## src/rtl/vec_modsub_ctrl_pkg.sv

```systemverilog
// vec_modsub_ctrl_pkg: FSM state encoding and result-buffer depth shared by the vector mod-sub controller
package vec_modsub_ctrl_pkg;
    typedef enum logic [1:0] {ST_IDLE, ST_RUN, ST_DRAIN, ST_FIN} state_t;
    localparam int BUF_DEPTH = 2;
endpackage

```

## src/rtl/vec_modsub_ctrl_if.sv

```systemverilog
// vec_modsub_ctrl_if: command, operand-read, result-write and status bundle of the vector mod-sub controller
//   command : start, len, q, rd_base, wr_base    (master -> slave)
//   read    : rd_en, rd_addr (slave -> master), rd_a, rd_b (master -> slave, one cycle after rd_en)
//   write   : wr_valid, wr_addr, wr_data (slave -> master), wr_ready (master -> slave)
//   status  : busy, done                          (slave -> master)
interface vec_modsub_ctrl_if #(
    parameter int ADDR_W = 10,
    parameter int DATA_W = 64
);
    logic              start;
    logic [ADDR_W:0]   len;
    logic [DATA_W-1:0] q;
    logic [ADDR_W-1:0] rd_base;
    logic [ADDR_W-1:0] wr_base;
    logic              rd_en;
    logic [ADDR_W-1:0] rd_addr;
    logic [DATA_W-1:0] rd_a;
    logic [DATA_W-1:0] rd_b;
    logic              wr_valid;
    logic [ADDR_W-1:0] wr_addr;
    logic [DATA_W-1:0] wr_data;
    logic              wr_ready;
    logic              busy;
    logic              done;
    modport slave (
        input  start, len, q, rd_base, wr_base, rd_a, rd_b, wr_ready,
        output rd_en, rd_addr, wr_valid, wr_addr, wr_data, busy, done
    );
    modport master (
        output start, len, q, rd_base, wr_base, rd_a, rd_b, wr_ready,
        input  rd_en, rd_addr, wr_valid, wr_addr, wr_data, busy, done
    );
endinterface

```

## src/rtl/vec_modsub_ctrl_mod_sub.sv

```systemverilog
// vec_modsub_ctrl_mod_sub: combinational (a - b) mod q for operands already reduced below q
//   i_a, i_b : operands (< i_q)
//   i_q      : modulus
//   o_d      : difference reduced into [0, q)
module vec_modsub_ctrl_mod_sub #(
    parameter int W = 64
) (
    input  logic [W-1:0] i_a,
    input  logic [W-1:0] i_b,
    input  logic [W-1:0] i_q,
    output logic [W-1:0] o_d
);
    // a borrow means the raw difference wrapped; adding q in the same modulo-2^W ring fixes it
    assign o_d = (i_a < i_b) ? i_a - i_b + i_q : i_a - i_b;
endmodule

```

## src/rtl/vec_modsub_ctrl.sv

```systemverilog
// vec_modsub_ctrl: streams len elements through (A - B) mod q from operand banks into a result bank
//   clk, rst_n : clock, asynchronous active-low reset
//   bus        : slave side of vec_modsub_ctrl_if (command, shared operand read, result write, busy/done)
module vec_modsub_ctrl
    import vec_modsub_ctrl_pkg::*;
#(
    parameter int ADDR_W = 10,
    parameter int DATA_W = 64
) (
    input logic           clk,
    input logic           rst_n,
    vec_modsub_ctrl_if.slave bus
);
    localparam logic [ADDR_W:0]   CNT_ONE  = 1;
    localparam logic [ADDR_W-1:0] ADDR_ONE = 1;
    state_t            r_state;
    state_t            w_next;
    logic [ADDR_W:0]   r_len;
    logic [ADDR_W:0]   r_rd_cnt;
    logic [ADDR_W:0]   r_wr_cnt;
    logic [DATA_W-1:0] r_q;
    logic [ADDR_W-1:0] r_rd_base;
    logic [ADDR_W-1:0] r_res_addr;
    logic              r_infl;
    logic              r_out_v;
    logic [ADDR_W-1:0] r_out_addr;
    logic [DATA_W-1:0] r_out_data;
    logic              r_skid_v;
    logic [ADDR_W-1:0] r_skid_addr;
    logic [DATA_W-1:0] r_skid_data;
    logic [DATA_W-1:0] w_res;
    logic              w_hs;
    logic              w_rd_en;
    logic              w_room;
    logic [1:0]        w_occ;
    logic              w_accept;
    logic              w_last_rd;
    logic              w_last_wr;
    vec_modsub_ctrl_mod_sub #(.W(DATA_W)) u_sub (
        .i_a (bus.rd_a),
        .i_b (bus.rd_b),
        .i_q (r_q),
        .o_d (w_res)
    );
    assign w_hs      = r_out_v & bus.wr_ready;
    assign w_accept  = (r_state == ST_IDLE) & bus.start;
    // occupancy counts buffered results plus the read whose data lands this cycle;
    // a handshake this cycle frees one entry in time for a new read
    assign w_occ     = {1'b0, r_out_v} + {1'b0, r_skid_v} + {1'b0, r_infl};
    assign w_room    = w_occ < (2'(BUF_DEPTH) + {1'b0, w_hs});
    assign w_last_rd = w_rd_en & (r_rd_cnt + CNT_ONE == r_len);
    assign w_last_wr = w_hs & (r_wr_cnt + CNT_ONE == r_len);
    always_ff @(posedge clk or negedge rst_n) begin
        if (!rst_n) r_state <= ST_IDLE;
        else        r_state <= w_next;
    end
    always_comb begin
        w_next = r_state;
        case (r_state)
            ST_IDLE:  w_next = bus.start ? ((bus.len == '0) ? ST_FIN : ST_RUN) : ST_IDLE;
            ST_RUN:   w_next = w_last_rd ? ST_DRAIN : ST_RUN;
            ST_DRAIN: w_next = w_last_wr ? ST_FIN : ST_DRAIN;
            default:  w_next = ST_IDLE;
        endcase
    end
    always_comb begin
        w_rd_en      = (r_state == ST_RUN) & w_room;
        bus.rd_en    = w_rd_en;
        bus.rd_addr  = r_rd_base + r_rd_cnt[ADDR_W-1:0];
        bus.wr_valid = r_out_v;
        bus.wr_addr  = r_out_addr;
        bus.wr_data  = r_out_data;
        bus.busy     = (r_state == ST_RUN) | (r_state == ST_DRAIN);
        bus.done     = (r_state == ST_FIN);
    end
    always_ff @(posedge clk or negedge rst_n) begin
        if (!rst_n) begin
            r_len       <= '0;
            r_rd_cnt    <= '0;
            r_wr_cnt    <= '0;
            r_q         <= '0;
            r_rd_base   <= '0;
            r_res_addr  <= '0;
            r_infl      <= 1'b0;
            r_out_v     <= 1'b0;
            r_out_addr  <= '0;
            r_out_data  <= '0;
            r_skid_v    <= 1'b0;
            r_skid_addr <= '0;
            r_skid_data <= '0;
        end else begin
            if (w_accept) begin
                r_len      <= bus.len;
                r_q        <= bus.q;
                r_rd_base  <= bus.rd_base;
                r_res_addr <= bus.wr_base;
                r_rd_cnt   <= '0;
                r_wr_cnt   <= '0;
            end else begin
                if (w_rd_en) r_rd_cnt <= r_rd_cnt + CNT_ONE;
                if (w_hs)    r_wr_cnt <= r_wr_cnt + CNT_ONE;
                if (r_infl)  r_res_addr <= r_res_addr + ADDR_ONE;
            end
            r_infl <= w_rd_en;
            // two-entry FIFO: output register in front, skid register behind it
            if (w_hs) begin
                if (r_skid_v) begin
                    r_out_addr  <= r_skid_addr;
                    r_out_data  <= r_skid_data;
                    r_skid_v    <= r_infl;
                    r_skid_addr <= r_res_addr;
                    r_skid_data <= w_res;
                end else begin
                    r_out_v    <= r_infl;
                    r_out_addr <= r_res_addr;
                    r_out_data <= w_res;
                end
            end else if (r_infl) begin
                if (r_out_v) begin
                    r_skid_v    <= 1'b1;
                    r_skid_addr <= r_res_addr;
                    r_skid_data <= w_res;
                end else begin
                    r_out_v    <= 1'b1;
                    r_out_addr <= r_res_addr;
                    r_out_data <= w_res;
                end
            end
        end
    end
endmodule

```

## src/flat_wrapper.sv

```systemverilog
// flat-port wrapper written by rule: the top's interface ports become plain ports
module vec_modsub_ctrl_flat import vec_modsub_ctrl_pkg::*;
#(
    parameter int ADDR_W = 10,
    parameter int DATA_W = 64
)
  (clk, rst_n, bus_start, bus_len, bus_q, bus_rd_base, bus_wr_base, bus_rd_a, bus_rd_b, bus_wr_ready, bus_rd_en, bus_rd_addr, bus_wr_valid, bus_wr_addr, bus_wr_data, bus_busy, bus_done);
  vec_modsub_ctrl_if #(.ADDR_W(ADDR_W), .DATA_W(DATA_W)) bus_i ();
  input logic clk;
  input logic rst_n;
  input wire logic [$bits(bus_i.start)-1:0] bus_start;
  input wire logic [$bits(bus_i.len)-1:0] bus_len;
  input wire logic [$bits(bus_i.q)-1:0] bus_q;
  input wire logic [$bits(bus_i.rd_base)-1:0] bus_rd_base;
  input wire logic [$bits(bus_i.wr_base)-1:0] bus_wr_base;
  input wire logic [$bits(bus_i.rd_a)-1:0] bus_rd_a;
  input wire logic [$bits(bus_i.rd_b)-1:0] bus_rd_b;
  input wire logic [$bits(bus_i.wr_ready)-1:0] bus_wr_ready;
  output wire logic [$bits(bus_i.rd_en)-1:0] bus_rd_en;
  output wire logic [$bits(bus_i.rd_addr)-1:0] bus_rd_addr;
  output wire logic [$bits(bus_i.wr_valid)-1:0] bus_wr_valid;
  output wire logic [$bits(bus_i.wr_addr)-1:0] bus_wr_addr;
  output wire logic [$bits(bus_i.wr_data)-1:0] bus_wr_data;
  output wire logic [$bits(bus_i.busy)-1:0] bus_busy;
  output wire logic [$bits(bus_i.done)-1:0] bus_done;
  assign bus_i.start = bus_start;
  assign bus_i.len = bus_len;
  assign bus_i.q = bus_q;
  assign bus_i.rd_base = bus_rd_base;
  assign bus_i.wr_base = bus_wr_base;
  assign bus_i.rd_a = bus_rd_a;
  assign bus_i.rd_b = bus_rd_b;
  assign bus_i.wr_ready = bus_wr_ready;
  assign bus_rd_en = bus_i.rd_en;
  assign bus_rd_addr = bus_i.rd_addr;
  assign bus_wr_valid = bus_i.wr_valid;
  assign bus_wr_addr = bus_i.wr_addr;
  assign bus_wr_data = bus_i.wr_data;
  assign bus_busy = bus_i.busy;
  assign bus_done = bus_i.done;
  vec_modsub_ctrl #(.ADDR_W(ADDR_W), .DATA_W(DATA_W)) u_core (.clk(clk), .rst_n(rst_n), .bus(bus_i));
endmodule
```

## config.mk

```make
export PLATFORM = sky130hd
export DESIGN_NAME = vec_modsub_ctrl_flat
export DESIGN_NICKNAME = d
export VERILOG_FILES = /design/src/rtl/vec_modsub_ctrl_pkg.sv /design/src/rtl/vec_modsub_ctrl_if.sv /design/src/rtl/vec_modsub_ctrl_mod_sub.sv /design/src/rtl/vec_modsub_ctrl.sv /design/src/flat_wrapper.sv
export SDC_FILE = /design/constraint.sdc
export NUM_CORES = 1
export LEC_CHECK = 0
export CORE_MARGIN = 2
export CORE_UTILIZATION = 38
export DETAILED_ROUTE_END_ITERATION = 8
export PLACE_DENSITY = 0.68
export SYNTH_ARGS = -nofsm -noshare
export SYNTH_HDL_FRONTEND = slang
export SYNTH_SLANG_ARGS = --single-unit
```

## constraint.sdc

```tcl
create_clock -name clk -period 4.8 [get_ports clk]
set_clock_uncertainty 0.2 [all_clocks]
set_input_delay 1.2 -clock clk [delete_from_list [all_inputs] [get_ports clk]]
set_output_delay 1.2 -clock clk [all_outputs]
set_load 0.05 [all_outputs]
```

Word-level counts from Yosys, hierarchy flattened

Index checks and enable logic that the tools add are counted.
Widths: inputs -> output; s select.

Add/sub/neg operators: 9
Magnitude comparators: 2
Equal/unequal tests: 8
Mux-type cells: 35
Bitwise gates (word level): 6
Reductions and logical operators: 11

Operator list:

| operator              | count |
|---|---|
| $mux 64               | 9 |
| $mux 10               | 10 |
| $add 64x64->64        | 1 |
| $lt 64x64->1          | 1 |
| $sub 64x64->64        | 1 |
| $mux 11               | 4 |
| $add 11x1->11 const B | 2 |
| $eq 11x11->1          | 2 |
| $logic_not 11->1      | 1 |
| $add 10x1->10 const B | 1 |
| $add 10x10->10        | 1 |
| $reduce_bool 2->1     | 5 |
| $mux 1                | 8 |
| $mux 2                | 3 |
| $pmux 2 s3            | 1 |
| $reduce_and 2->1      | 3 |
| $and 1x1->1           | 5 |
| $eq 2x2->1 const B    | 2 |
| $ne 2x2->1 const B    | 2 |
| $reduce_and 3->1      | 1 |
| $add 1x1->2           | 1 |
| $add 2x1->2           | 1 |
| $add 2x1->2 const A   | 1 |
| $eq 2x1->1 const B    | 1 |
| 4 further kinds       | 4 |

Register bits: 270
Input bits: 227
Output and inout bits: 88
Word-level logic and storage cells: 85

Logic depth before layout (Yosys ltp)

Word-level depth: 7
Gate-level depth with buffers: 24
Depth with buffers taken out: 23

Cells and area by module

A second synthesis with hierarchy kept.

Cells, all modules: 2465
Area total of the unflattened synthesis: 20588.5 sq um

By module, submodules not included:

| module                  | times used | cells each | area an instance (sq um) | seq. area each (sq um) |
|---|---|---|---|---|
| vec_modsub_ctrl         | 1          | 1170       | 12084.1                  | 6756.5 |
| vec_modsub_ctrl_mod_sub | 1          | 1295       | 8504.4                   | 0.0 |

Worst setup path after synthesis

OpenSTA, ideal clock, no wires.

Kind: input port to flip-flop
Start: in bus_rd_a[0]
End: reg u_core.r_out_data[62], in the netlist u_core.bus.wr_data[62]
Library setup time: 0.095 ns
Arrival: 5.795 ns
Data required time: 4.505 ns
Setup slack: -1.291 ns
Stages: 23
Buffers on the path: 1
Cells stage by stage: inv_1 > ha_1 > fa_1 > nand2b_1 > a21o_1 > a211o_1 > and2_1 > o211a_1 > o32a_2 > a21boi_0 > o21ai_0 > and2_1 > ha_1 > clkbuf_1 > nand4_1 > or3_1 > o31ai_1 > a21oi_1 > o31ai_1 > a311oi_1 > xor2_1 > nor2b_1 > o31ai_1

Word-level cells in the longest chain between the ends: 6
Elaborated cells on any way between the ends: 8
Those cells by class: 2 x add/sub; 1 x order compare; 5 x mux

Ends and longest elaborated chain:

| element              | line                          | text |
|---|---|---|
| from (decl)          | flat_wrapper.sv:16            | `input wire logic [$bits(bus_i.rd_a)-1:0] bus_rd_a;` |
| $sub 64x64->64       | vec_modsub_ctrl_mod_sub.sv:14 | `assign o_d = (i_a < i_b) ? i_a - i_b + i_q : i_a - i_b;` |
| $add 64x64->64       | vec_modsub_ctrl_mod_sub.sv:14 |  |
| $mux 64 *            | vec_modsub_ctrl_mod_sub.sv:14 |  |
| $mux 64              | vec_modsub_ctrl.sv:119        | `if (r_out_v) begin` |
| $mux 64              | vec_modsub_ctrl.sv:118        | `end else if (r_infl) begin` |
| $mux 64 *            | vec_modsub_ctrl.sv:106        | `if (w_hs) begin` |
| to (signal assigned) | vec_modsub_ctrl.sv:109        | `r_out_data <= r_skid_data;` |
| to (signal assigned) | vec_modsub_ctrl.sv:116        | `r_out_data <= w_res;` |
| to (signal assigned) | vec_modsub_ctrl.sv:126        | `r_out_data <= w_res;` |
| to (decl)            | vec_modsub_ctrl.sv:27         | `logic [DATA_W-1:0] r_out_data;` |

Mark *: on every way between the ends. The rest lies on a longest branch, timed or not. The select of a mux whose other input is x is not followed.
A chain may end at the register's enable or synchronous reset.

Worst setup path after layout

Start: in bus_rd_a[0]
End: reg u_core.r_skid_data[60]

Word-level cells in the longest chain between the ends: 6
Elaborated cells on any way between the ends: 8
Those cells by class: 2 x add/sub; 1 x order compare; 5 x mux

Ends and longest elaborated chain:

| element              | line                          | text |
|---|---|---|
| $sub 64x64->64       | vec_modsub_ctrl_mod_sub.sv:14 |  |
| $add 64x64->64       | vec_modsub_ctrl_mod_sub.sv:14 |  |
| $mux 64 *            | vec_modsub_ctrl_mod_sub.sv:14 |  |
| $mux 64              | vec_modsub_ctrl.sv:119        |  |
| $mux 64              | vec_modsub_ctrl.sv:118        |  |
| $mux 64 *            | vec_modsub_ctrl.sv:106        |  |
| to (signal assigned) | vec_modsub_ctrl.sv:112        | `r_skid_data <= w_res;` |
| to (signal assigned) | vec_modsub_ctrl.sv:122        | `r_skid_data <= w_res;` |
| to (decl)            | vec_modsub_ctrl.sv:30         | `logic [DATA_W-1:0] r_skid_data;` |

Marked as above.

==> results.ini <==
[status]
outcome = finished, violations left
violations = negative setup slack

[yosys]
yosysWarnings = 0
synth_seq_cells = 270
synthFlopType = dfrtp_1
ys_async_sr_fraction_pct = 100.0
syn-num-nets = 3067
synth_area_mm2 = 0.02084
syn_inst = 2684
avgSynthCellArea_um2 = 7.763
synth_cell_types = 76
seq_area_frac_synth_pct = 32.43
synth_edf_count = 0

[die]
die_h_um = 238.2
dieWidth_um = 238.2
rows = 85
ios = 315
die_area_mm2 = 0.05672
initial_core_util_pct = 38.57
core_area_mm2 = 0.05403

[finish]
fillerInstances = 4454
n_antenna_cell = 0
utilization_pct = 63.84
syn_to_final_growth_pct = 65.54
final_nets = 4046
final_common_cell = buf_4
final_cell_mix = 726 x buf_4, 546 x nand2_1, 270 x dfrtp_1
drive_above_1_share_pct = 35.01

[sta]
final.setup.tns_ns = -52.16
tightest_slew_ns = 1.000
hold_violations = 0
fmax_ghz = 0.1766
setup_viol = 97
grt_setup_unrepaired = yes
slew-limit-headroom_pct = 33.32
finalMaxSlewViolations = 0
setup_ws_ns = -0.8615
period_minus_slack_ns = 5.662
period_share_pct = 117.9

[cts]
cts_tree = done
clk_path_buf_depth = 3
path_clk_slew_ns = 0.06
clock-root-buffer = clkbuf_16
numCtsBuffers = 30
htreeDepth = 1
cts_sinks = 270
clk_latency_ns = 0.60

[grt]
grt_use_met1_pct = 36.04
grt_pass1_wl_mm = 131.6
use_met2_pct = 53.02
grt_antenna_before_repair = 0
grt_max_degree = 96
grt_busiest_layer = met2
grt_pass1_vias = 24320
grt.overflow.total = 0
track_usage_pct = 29.14
grt.met3_usage_pct = 2.383

[worst_setup_path]
rrSetupSlack_ns = 1.18
crit_type = in -> reg
start_kind = input port
path_max_fanout = 4
cp.arrival_ns = 5.97
cp.required_ns = 5.11
endpoint_kind = register
r2r-end = u_core.r_skid_data[42]
worst_r2r_startpoint = u_core.r_q[0]
r2r_cells = 15

[routing]
wirelength_mm = 85.91
ant_nets = 0
wl_per_cell_um = 19.60
vias_per_cell = 5.458
drt-pass1-iter-count = 5
drt-initial-drc-count = 1476
vias = 23920
drc = 0

[power]
max-vdd-ir-drop_v = 0.0003883
powerDensity_mw_per_mm2 = 655.4
p_leak_uw = 0.01591
power_frac_comb_pct = 69.9
p_int_uw = 11910
seqPwrFrac_pct = 19.0
p_sw_share_pct = 47.32
p_clk_share_pct = 11.1
p_sw_uw = 10700

[place]
place_congestion = 1.023
dp_hpwl_mm = 66.05
portBuffers = 314

[min_path]
hold_end = u_core.r_skid_data[27]
min_path_type = reg -> reg
holdCritStartpoint = u_core.r_skid_data[27]
hold_path_depth = 2

[job]
drv_cap = 0

## metal layers
metal,share of wire [%],up-vias
li1,-,11440
met1,42,11660
met2,50,660
met3,4.0,160
met4,4.3,0
met5,0,-
## kinds of logic (layout without fill, tap and decap cells)
logic type,Yosys count,after routing,synth area share (%)
xor gates and xnor gates,174,174,7.314
and+or+nand+nor,1020,1020,21.34
buffers and inverters,254,1257,4.774
AOI/OAI and AO/OA,793,793,23.80
muxes,17,17,0.8347
DFF,270,270,32.43
adders and majority gates,156,156,9.512
## critical path, cell delays in order
cell and delay, ns:
buf_8 0.08, inv_8 0.03, ha_4 0.15, fa_2 0.36, nand2b_4 0.15, a21o_1 0.20, a211o_1 0.31, a211o_1 0.34
nand3_2 0.10, a21o_1 0.13, a21oi_2 0.05, xor2_1 0.17, inv_1 0.10, ha_4 0.29, nand4_1 0.16, or4_4 0.61
o21bai_4 0.21, o41ai_4 0.06, buf_4 0.19, o21ai_2 0.06, buf_6 0.14, o21bai_1 0.14, buf_4 0.18, a21boi_4 0.07
xnor2_2 0.20, nand2_1 0.10, a31oi_1 0.18
## layout make-up
type	count	area, um2	area share, %
Multi-Input combinational cell	2160	16120	46.75
Inverter	115	451.7	1.309
Clock buffer	38	840.8	2.438
Timing Repair Buffer	1086	9219	26.73
Tap cell	696	870.8	2.525
Sequential cell	270	6756	19.59
Clock inverter	18	230.2	0.6674
## timing repair
item,4_1_cts,5_1_grt
setup buffers,55,65
resized for setup,366,257
hold buffers,0,0
pin swaps,218,193
endpoints found under the setup margin,121,105
## synthesized netlist by cell type, drive strengths merged (45+ instances only)
library cell | instances | share of area, %
nand2 | 570 | 10
dfrtp | 270 | 32
a21oi | 227 | 5.5
o21ai | 192 | 4.6
nor2 | 162 | 2.9
ha | 152 | 9.1
clkbuf | 117 | 2.1
inv | 115 | 2.1
xnor2 | 88 | 3.7
xor2 | 86 | 3.6
a21o | 59 | 2.1
nor3 | 58 | 1.4
nand3 | 50 | 1.2
nand4 | 50 | 1.5
a31oi | 45 | 1.4
## how the worst max path moves through the flow
stage / slack (ns) / depth (start not counted) / startpoint / to
finish: -0.86 / 27 / bus_rd_a[0] / u_core.r_skid_data[60]
global route: -1.03 / 27 / bus_rd_a[0] / u_core.bus.wr_data[60]
CTS: -0.84 / 26 / bus_rd_a[0] / u_core.bus.wr_data[63]
detailed placement: -2.20 / 22 / bus_rd_a[0] / u_core.r_skid_data[61]
global placement: -2.11 / 25 / bus_rd_a[0] / u_core.r_skid_data[62]
floorplan: -0.88 / 22 / bus_rd_a[28] / u_core.r_skid_data[62]
## power by group through the flow
| stage | clock network (uW) | registers, uW | logic [uW] |
|---|---|---|---|
| after floorplan | 0 | 5030 | 6710 |
| after global placement | 0 | 4220 | 13200 |
| after detailed placement | 0 | 4260 | 13400 |
| after CTS | 2550 | 4260 | 14800 |
| after global routing | 2640 | 4400 | 17000 |
| final | 2510 | 4290 | 15800 |
## metrics by stage
step,cell area (um2),std cells,hold WS (ns),power [uW],worst slack (ns)
finish,34490,4383,0.2761,22610,-0.8615
global route,34490,4383,0.3064,24000,-1.032
CTS,32820,4331,0.2778,21570,-0.8408
detailed placement,29880,4224,0.2638,17630,-2.197
global placement,29880,4224,0.2552,17420,-2.109
floorplan,21270,2684,0.2406,11750,-0.8834
## sequential cells by signal (all words and copies together) (netlist names), 2 cells and up
| name | cells |
|---|---|
| u_core.r_res_addr | 10 |
| u_core.r_skid_data | 64 |
| u_core.r_wr_cnt | 11 |
| u_core.r_len | 11 |
| u_core.r_rd_base | 10 |
| u_core.r_q | 64 |
| u_core.r_state | 2 |
| u_core.bus.wr_data | 64 |
| u_core.bus.wr_addr | 10 |
| u_core.r_skid_addr | 10 |
| u_core.r_rd_cnt | 11 |
(Power assumes the default switching activity.)
